$ cat src/rtl/tx_frame_pkg.sv
// Shared types and constants for the 12-bit TX frame generator: FSM states,
// sync header / code words, blanking word and the PRBS-12 generator.
package tx_frame_pkg;

  typedef enum logic [2:0] {
    ST_TRAIN,
    ST_SAV,
    ST_ACTIVE,
    ST_EAV,
    ST_HBLANK
  } state_t;

  localparam logic [11:0] SYNC_ONES  = 12'hFFF;
  localparam logic [11:0] SYNC_ZERO  = 12'h000;
  localparam logic [11:0] SAV_ACT    = 12'h800;
  localparam logic [11:0] EAV_ACT    = 12'h9D0;
  localparam logic [11:0] SAV_BLK    = 12'hAB0;
  localparam logic [11:0] EAV_BLK    = 12'hB60;
  localparam logic [11:0] BLANK_WORD = 12'h040;

  // x^12 + x^6 + x^4 + x + 1, Fibonacci form shifting left: taps at bits 11,5,3,0.
  localparam logic [11:0] PRBS_TAPS = 12'h829;
  localparam logic [11:0] PRBS_SEED = 12'hFFF;

  function automatic logic [11:0] prbs12_next(input logic [11:0] s);
    return {s[10:0], ^(s & PRBS_TAPS)};
  endfunction

endpackage

$ cat src/rtl/tx_frame_cnt.sv
// Word-within-state and line-within-phase counters with terminal-count flags.
module tx_frame_cnt
  import tx_frame_pkg::*;
#(
  parameter int CNT_W = 16
) (
  input  logic             clk,
  input  logic             rst_n,
  input  logic             word_clr,
  input  logic             word_inc,
  input  logic [CNT_W-1:0] word_tc,
  input  logic             line_clr,
  input  logic             line_inc,
  input  logic [CNT_W-1:0] line_tc,
  output logic [CNT_W-1:0] word_cnt,
  output logic [CNT_W-1:0] line_cnt,
  output logic             word_last,
  output logic             line_last
);

  logic [CNT_W-1:0] word_q, word_d;
  logic [CNT_W-1:0] line_q, line_d;

  always_comb begin
    word_d = word_q;
    line_d = line_q;
    if (word_clr)      word_d = '0;
    else if (word_inc) word_d = word_q + CNT_W'(1);
    if (line_clr)      line_d = '0;
    else if (line_inc) line_d = line_q + CNT_W'(1);
  end

  always_ff @(posedge clk or negedge rst_n) begin
    if (!rst_n) begin
      word_q <= '0;
      line_q <= '0;
    end else begin
      word_q <= word_d;
      line_q <= line_d;
    end
  end

  assign word_cnt  = word_q;
  assign line_cnt  = line_q;
  assign word_last = (word_q == word_tc);
  assign line_last = (line_q == line_tc);

endmodule

$ cat src/rtl/tx_frame_gen_12b.sv
// Video-style TX frame generator feeding a 12-bit serializer.
// Optional TX_PRBS_EN replaces active pixels with a PRBS-12 test pattern.
module tx_frame_gen_12b
  import tx_frame_pkg::*;
#(
  parameter int                DATA_W     = 12,
  parameter logic [DATA_W-1:0] TRAIN_WORD = 12'h3A6,
  parameter int                CNT_W      = 16
) (
  input  logic              px_clk,
  input  logic              px_reset_n,
  input  logic              enable,
  input  logic [CNT_W-1:0]  cfg_hact,
  input  logic [CNT_W-1:0]  cfg_hblank,
  input  logic [CNT_W-1:0]  cfg_vact,
  input  logic [CNT_W-1:0]  cfg_vblank,
  input  logic [DATA_W-1:0] pix_data,
  input  logic              pix_valid,
  output logic              pix_ready,
  output logic [DATA_W-1:0] tx_data,
  output logic              tx_frame_start,
  output logic              tx_busy,
  output logic              underflow,
  input  logic              underflow_clr
);

  state_t state_q, state_d;
  logic   blank_q, blank_d;
  logic [CNT_W-1:0] hact_q, hact_d, hblank_q, hblank_d;
  logic [CNT_W-1:0] vact_q, vact_d, vblank_q, vblank_d;
  logic [DATA_W-1:0] tx_data_q, tx_data_d;
  logic frame_start_q, frame_start_d;
  logic busy_q, busy_d;
  logic underflow_q, underflow_d;

  logic             word_clr, word_inc, line_clr, line_inc;
  logic [CNT_W-1:0] word_tc, line_tc, word_cnt, line_cnt;
  logic             word_last, line_last;
  logic             eol, last_line, frame_end, start_frame, active_px;
  logic [DATA_W-1:0] px_word;
  logic             uf_set;

  tx_frame_cnt #(.CNT_W(CNT_W)) u_cnt (
    .clk       (px_clk),
    .rst_n     (px_reset_n),
    .word_clr  (word_clr),
    .word_inc  (word_inc),
    .word_tc   (word_tc),
    .line_clr  (line_clr),
    .line_inc  (line_inc),
    .line_tc   (line_tc),
    .word_cnt  (word_cnt),
    .line_cnt  (line_cnt),
    .word_last (word_last),
    .line_last (line_last)
  );

  // A line ends after its last HBLANK word, or after EAV when HBLANK is skipped.
  assign eol = ((state_q == ST_EAV) && word_last && (hblank_q == '0)) ||
               ((state_q == ST_HBLANK) && word_last);
  assign last_line   = blank_q ? line_last : (line_last && (vblank_q == '0));
  assign frame_end   = eol && last_line;
  assign start_frame = ((state_q == ST_TRAIN) || frame_end) && enable;
  assign active_px   = (state_q == ST_ACTIVE) && !blank_q;
  assign line_tc     = blank_q ? (vblank_q - CNT_W'(1)) : (vact_q - CNT_W'(1));

  always_comb begin
    word_tc = '0;
    case (state_q)
      ST_SAV, ST_EAV: word_tc = CNT_W'(3);
      ST_ACTIVE:      word_tc = hact_q - CNT_W'(1);
      ST_HBLANK:      word_tc = hblank_q - CNT_W'(1);
      default:        word_tc = '0;
    endcase
  end

`ifdef TX_PRBS_EN
  logic [11:0] prbs_q, prbs_d;
  logic        unused_pix;

  always_comb begin
    prbs_d = prbs_q;
    if (start_frame)    prbs_d = PRBS_SEED;
    else if (active_px) prbs_d = prbs12_next(prbs_q);
  end

  always_ff @(posedge px_clk or negedge px_reset_n) begin
    if (!px_reset_n) prbs_q <= PRBS_SEED;
    else             prbs_q <= prbs_d;
  end

  assign unused_pix = ^{pix_data, pix_valid};
  assign pix_ready  = 1'b0;
  assign px_word    = DATA_W'(prbs_q);
  assign uf_set     = 1'b0;
`else
  assign pix_ready  = active_px;
  assign px_word    = pix_valid ? pix_data : '0;
  assign uf_set     = active_px && !pix_valid;
`endif

  always_comb begin
    state_d       = state_q;
    blank_d       = blank_q;
    hact_d        = hact_q;
    hblank_d      = hblank_q;
    vact_d        = vact_q;
    vblank_d      = vblank_q;
    word_clr      = (state_q == ST_TRAIN) || word_last;
    word_inc      = !word_clr;
    line_clr      = 1'b0;
    line_inc      = 1'b0;
    tx_data_d     = TRAIN_WORD;
    frame_start_d = 1'b0;
    busy_d        = (state_q != ST_TRAIN);
    underflow_d   = uf_set || (underflow_q && !underflow_clr);

    case (state_q)
      ST_TRAIN: begin
        line_clr = 1'b1;
        blank_d  = 1'b0;
        if (enable) state_d = ST_SAV;
      end
      ST_SAV: begin
        if (word_last) state_d = ST_ACTIVE;
        if (word_cnt == '0) tx_data_d = DATA_W'(SYNC_ONES);
        else if (word_cnt == CNT_W'(3)) tx_data_d = DATA_W'(blank_q ? SAV_BLK : SAV_ACT);
        else tx_data_d = DATA_W'(SYNC_ZERO);
        frame_start_d = (word_cnt == '0) && (line_cnt == '0) && !blank_q;
      end
      ST_ACTIVE: begin
        if (word_last) state_d = ST_EAV;
        tx_data_d = blank_q ? DATA_W'(BLANK_WORD) : px_word;
      end
      ST_EAV: begin
        if (word_last && (hblank_q != '0)) state_d = ST_HBLANK;
        if (word_cnt == '0) tx_data_d = DATA_W'(SYNC_ONES);
        else if (word_cnt == CNT_W'(3)) tx_data_d = DATA_W'(blank_q ? EAV_BLK : EAV_ACT);
        else tx_data_d = DATA_W'(SYNC_ZERO);
      end
      ST_HBLANK: tx_data_d = DATA_W'(BLANK_WORD);
      default:   state_d = ST_TRAIN;
    endcase

    if (eol) begin
      if (frame_end) begin
        line_clr = 1'b1;
        blank_d  = 1'b0;
        state_d  = enable ? ST_SAV : ST_TRAIN;
      end else begin
        state_d = ST_SAV;
        if (!blank_q && line_last) begin
          blank_d  = 1'b1;
          line_clr = 1'b1;
        end else begin
          line_inc = 1'b1;
        end
      end
    end

    // Geometry is frozen per frame; zero active sizes are clamped to one.
    if (start_frame) begin
      hact_d   = (cfg_hact == '0) ? CNT_W'(1) : cfg_hact;
      vact_d   = (cfg_vact == '0) ? CNT_W'(1) : cfg_vact;
      hblank_d = cfg_hblank;
      vblank_d = cfg_vblank;
    end
  end

  always_ff @(posedge px_clk or negedge px_reset_n) begin
    if (!px_reset_n) begin
      state_q       <= ST_TRAIN;
      blank_q       <= 1'b0;
      hact_q        <= CNT_W'(1);
      hblank_q      <= '0;
      vact_q        <= CNT_W'(1);
      vblank_q      <= '0;
      tx_data_q     <= TRAIN_WORD;
      frame_start_q <= 1'b0;
      busy_q        <= 1'b0;
      underflow_q   <= 1'b0;
    end else begin
      state_q       <= state_d;
      blank_q       <= blank_d;
      hact_q        <= hact_d;
      hblank_q      <= hblank_d;
      vact_q        <= vact_d;
      vblank_q      <= vblank_d;
      tx_data_q     <= tx_data_d;
      frame_start_q <= frame_start_d;
      busy_q        <= busy_d;
      underflow_q   <= underflow_d;
    end
  end

  assign tx_data        = tx_data_q;
  assign tx_frame_start = frame_start_q;
  assign tx_busy        = busy_q;
  assign underflow      = underflow_q;

endmodule

$ cat config.mk
export PLATFORM = sky130hd
export DESIGN_NAME = tx_frame_gen_12b
export DESIGN_NICKNAME = d
export VERILOG_FILES = /design/src/rtl/tx_frame_pkg.sv /design/src/rtl/tx_frame_cnt.sv /design/src/rtl/tx_frame_gen_12b.sv
export SDC_FILE = /design/constraint.sdc
export NUM_CORES = 1
export LEC_CHECK = 0
export BUFFER_PORTS_ARGS = -buffer_cell sky130_fd_sc_hd__buf_2
export CAP_MARGIN = 20
export CORE_MARGIN = 2
export CORE_UTILIZATION = 39
export CTS_BUF_LIST = sky130_fd_sc_hd__clkbuf_4
export DETAILED_ROUTE_END_ITERATION = 12
export PLACE_DENSITY = 0.56
export SLEW_MARGIN = 10
export SYNTH_ARGS = -nofsm -noshare
export SYNTH_HDL_FRONTEND = slang
export SYNTH_SLANG_ARGS = --single-unit
$ cat constraint.sdc
create_clock -name px_clk -period 6.1 [get_ports px_clk]
set_input_delay 0.61 -clock px_clk [delete_from_list [all_inputs] [get_ports px_clk]]
set_output_delay 0.61 -clock px_clk [all_outputs]
set_load 0.05 [all_outputs]
==> impl_metrics.py <==
metrics = {
    "detailed_routing": {
        "avgViaCountPerCell": 5.688,
        "wl_per_cell_um": 18.11,
        "drt-pass1-iter-count": 5,
        "ant_nets": 0,
        "drt-total-wl_um": 19110,
        "drc": 0,
        "drt-initial-drc-count": 496,
        "via_count": 6001,
    },
    "worst_hold_path": {
        "hp-class": "in -> async",
    },
    "global_route": {
        "grt_max_degree": 61,
        "first_global_vias": 6062,
        "grt_use_total": 0.1984,
        "globalRoute.totalOverflow": 0,
        "antenna_found_initial": 1,
        "grt_pass1_wl_um": 31150,
    },
    "pwr": {
        "p_per_area_nw_per_um2": 449.8,
        "p_total_uw": 3625,
        "cellLeakagePower_uw": 0.003342,
        "vdd_drop_max_mv": 0.1915,
    },
    "cells_and_area": {
        "syn_to_final_growth_pct": 12.41,
        "layout-drive-gt1-share": 0.2085,
        "fin_nets": 899,
        "fill_cells": 1797,
    },
    "timing": {
        "hold_violations": 0,
        "fin_crit_ps": 5307,
        "setup_viol": 0,
        "slew_headroom": 0.4243,
        "setup_tns_ps": 0,
        "worstMarginPinSlew_ps": 860.3,
        "fin_worst_skew_ps": 23.36,
        "timing.fmax_mhz": 188.4,
        "slew_viol_final": 0,
        "setup_ws_ps": 793.0,
        "rsz0062_at_grt": "no",
        "post-route-period-util": 0.8700,
    },
    "logic_synthesis": {
        "ys_ff_latch": 115,
        "synth-async-reset-ratio": 1.000,
        "synth_fp_nets": 818,
        "ys_seq_area_frac": 0.4027,
        "yosys_warnings": 0,
        "synth_flop_cell": "dfrtp_1",
        "synth_edf_count": 0,
        "ys_types": 67,
        "synth_cells": 731,
        "synth_area_um2": 7171,
        "postSynthAreaPerCell_um2": 9.809,
    },
    "worst_setup_path": {
        "endpoint_kind": "register",
        "crit_path_cell_trace": "nor3b_2 > buf_4 > mux2i_1 > ha_1 > or4b_1 > or4_1 > xor2_1 > mux2_2 > a21oi_1 > o31ai_1 > o2111a_2 > and4_1 > o21ai_4 > buf_12 > mux2_1",
        "rr_startpoint": "state_q[1]$_DFFE_PN0P_",
        "crit_type": "reg -> reg",
        "cp_data_arrival_time_ps": 5730,
        "crit_buf_inv": 2,
        "crit_family": "simple AND/OR/NAND/NOR gates",
        "start_kind": "register",
        "cp.required_ps": 6520,
        "cp_slowest_stage_delay_ps": 580,
        "critPathSlowestCell": "dfrtp_1",
        "critPathMaxFanout": 50,
        "crit_start": "state_q[1]$_DFFE_PN0P_",
    },
    "clocking": {
        "cts_tree": "yes",
        "cts_buffers": 17,
        "clkLatencyLatePin_ps": 550,
        "clk_pin_slew_worst_paths_ps": 130,
        "postCtsHoldBufs": 0,
        "cts.sinks": 115,
        "ctsResizeCount": 0,
        "htree_levels": 4,
        "cts_buffer_depth": 2,
        "cts_setup_buffers": 0,
        "root_buffer": "clkbuf_4",
    },
    "die": {
        "initial_utilization": 0.3978,
        "die_w_um": 139.6,
        "fp.coreArea_um2": 18020,
        "die_area_um2": 19490,
        "io_pins": 97,
        "rows": 49,
        "die_h_um": 139.6,
    },
    "placed_design": {
        "preCtsSetupSlack_ps": 848.4,
        "globalplace.congestion": 0.8732,
        "port-buffer-count": 96,
        "hpwlAfterDp_um": 14430,
    },
    "flow_run": {
        "drv_cap": 0,
    },
    "status": {
        "status": "completed",
    },
}
report_power, final:
group          leakage, uW  total [uW]  internal, uW  switching, uW
logic              0.00179        1690           683           1000
registers          0.00143        1420          1060            362
clock network     0.000128         516           170            345
final timing paths:
kind	slack [ps]	to	cells after the start
hold reg to reg	510	hact_q[15]$_DFFE_PN0P_	1
setup reg to reg	790	hblank_q[10]$_DFFE_PN0P_	15
setup / recovery	790	hblank_q[10]$_DFFE_PN0P_	15
hold / removal	120	u_cnt.word_cnt[1]$_DFF_PN0_	1
min in group px_clk	250	tx_data[1]$_DFF_PN1_	3
max in group asynchronous	4740	vblank_q[5]$_DFFE_PN0P_	2
through the flow:
| stage | cell area, um2 | std cells | hold slack, ps | util |
|---|---|---|---|---|
| 2_1_floorplan | 7171 | 731 | 314.4 | - |
| 3_3_place_gp | 7805 | 1022 | 483.6 | 0.4330 |
| 3_5_place_dp | 7805 | 1022 | 488.7 | 0.4330 |
| 4_1_cts | 8058 | 1054 | 99.02 | 0.4470 |
| 5_1_grt | 8060 | 1055 | 112.8 | 0.4472 |
| 6_report | 8060 | 1055 | 119.0 | 0.4472 |
cells in the final DEF (no fill, tap or decap), drive strengths merged, types with 4 or more instances in the layout:
| cell type | instances |
|---|---|
| a21o | 7 |
| a21oi | 34 |
| and2 | 5 |
| and3 | 15 |
| and4 | 5 |
| buf | 103 |
| clkbuf | 17 |
| clkinv | 5 |
| clkinvlp | 4 |
| dfrtp | 107 |
| dfstp | 8 |
| ha | 6 |
| inv | 18 |
| mux2 | 71 |
| mux2i | 33 |
| nand2 | 54 |
| nand2b | 5 |
| nand3 | 23 |
| nand4 | 10 |
| nor2 | 54 |
| nor3 | 26 |
| nor3b | 7 |
| nor4 | 23 |
| o21ai | 31 |
| o31ai | 5 |
| or3 | 14 |
| or3b | 5 |
| or4 | 12 |
| or4b | 10 |
| xnor2 | 30 |
| xor2 | 28 |
final cells by class:
| type | instances | area, um2 | share of cell area |
|---|---|---|---|
| Multi-Input combinational cell | 563 | 4038 | 0.5009 |
| Inverter | 12 | 45.04 | 0.005588 |
| Tap cell | 229 | 286.5 | 0.03555 |
| Clock inverter | 15 | 125.1 | 0.01552 |
| Timing Repair Buffer | 103 | 548.0 | 0.06799 |
| Sequential cell | 115 | 2888 | 0.3583 |
| Antenna cell | 1 | 2.502 | 0.0003105 |
| Clock buffer | 17 | 127.6 | 0.01583 |
synth_stat cells, types with 3 or more instances:
master,instances,area share
nand2_1,54,0.028
ha_1,6,0.010
o22a_1,3,0.0037
nor3b_1,7,0.0073
xnor2_1,30,0.037
or3b_2,3,0.0037
nor4b_1,3,0.0037
nand4_1,10,0.0087
o31ai_1,5,0.0052
and4_1,5,0.0061
mux2i_1,33,0.046
nor2_1,54,0.028
and2_1,5,0.0044
nand2b_1,5,0.0044
a41o_1,3,0.0042
a21oi_1,34,0.024
dfrtp_1,107,0.37
nor4_1,23,0.020
or4_1,11,0.012
nand3_1,22,0.015
clkbuf_1,26,0.014
or4b_1,8,0.011
mux2_2,11,0.017
buf_6,7,0.011
inv_1,12,0.0063
a21o_1,7,0.0073
buf_1,6,0.0031
a32oi_1,3,0.0037
and3_1,15,0.013
nor3_1,26,0.018
nor2b_1,3,0.0026
o21ai_0,29,0.020
or3_1,14,0.012
o21a_1,3,0.0031
xor2_1,28,0.034
mux2_1,60,0.094
dfstp_2,8,0.029
routing by layer:
layer	share of wire	global-route usage
met1	0.42	0.2412
met2	0.53	0.3563
met3	0.037	0.04783
met4	0.014	0.04579
met5	0	0
state kept, by name (all words and copies together), names as in the netlist:
name	count
blank_q	1
hact_q	16
hblank_q	16
state_q	3
tx_busy	1
tx_data	12
tx_frame_start	1
u_cnt.line_cnt	16
u_cnt.word_cnt	16
underflow	1
vact_q	16
vblank_q	16
kinds of logic (layout without fill, tap and decap cells):
logic type / count (synthesis) / in the layout / share of synthesized area
AND/OR/NAND/NOR: 278 / 278 / 0.2120
AO/OA/AOI/OAI: 117 / 117 / 0.1106
flip-flops: 115 / 115 / 0.4027
multiplexers: 104 / 104 / 0.1576
XOR/XNOR: 58 / 58 / 0.07084
buffers and inverters: 53 / 147 / 0.03577
adder cells (fa/ha/maj): 6 / 6 / 0.01047
other: 0 / 1 / 0
Power figures use the tool's default switching activity.
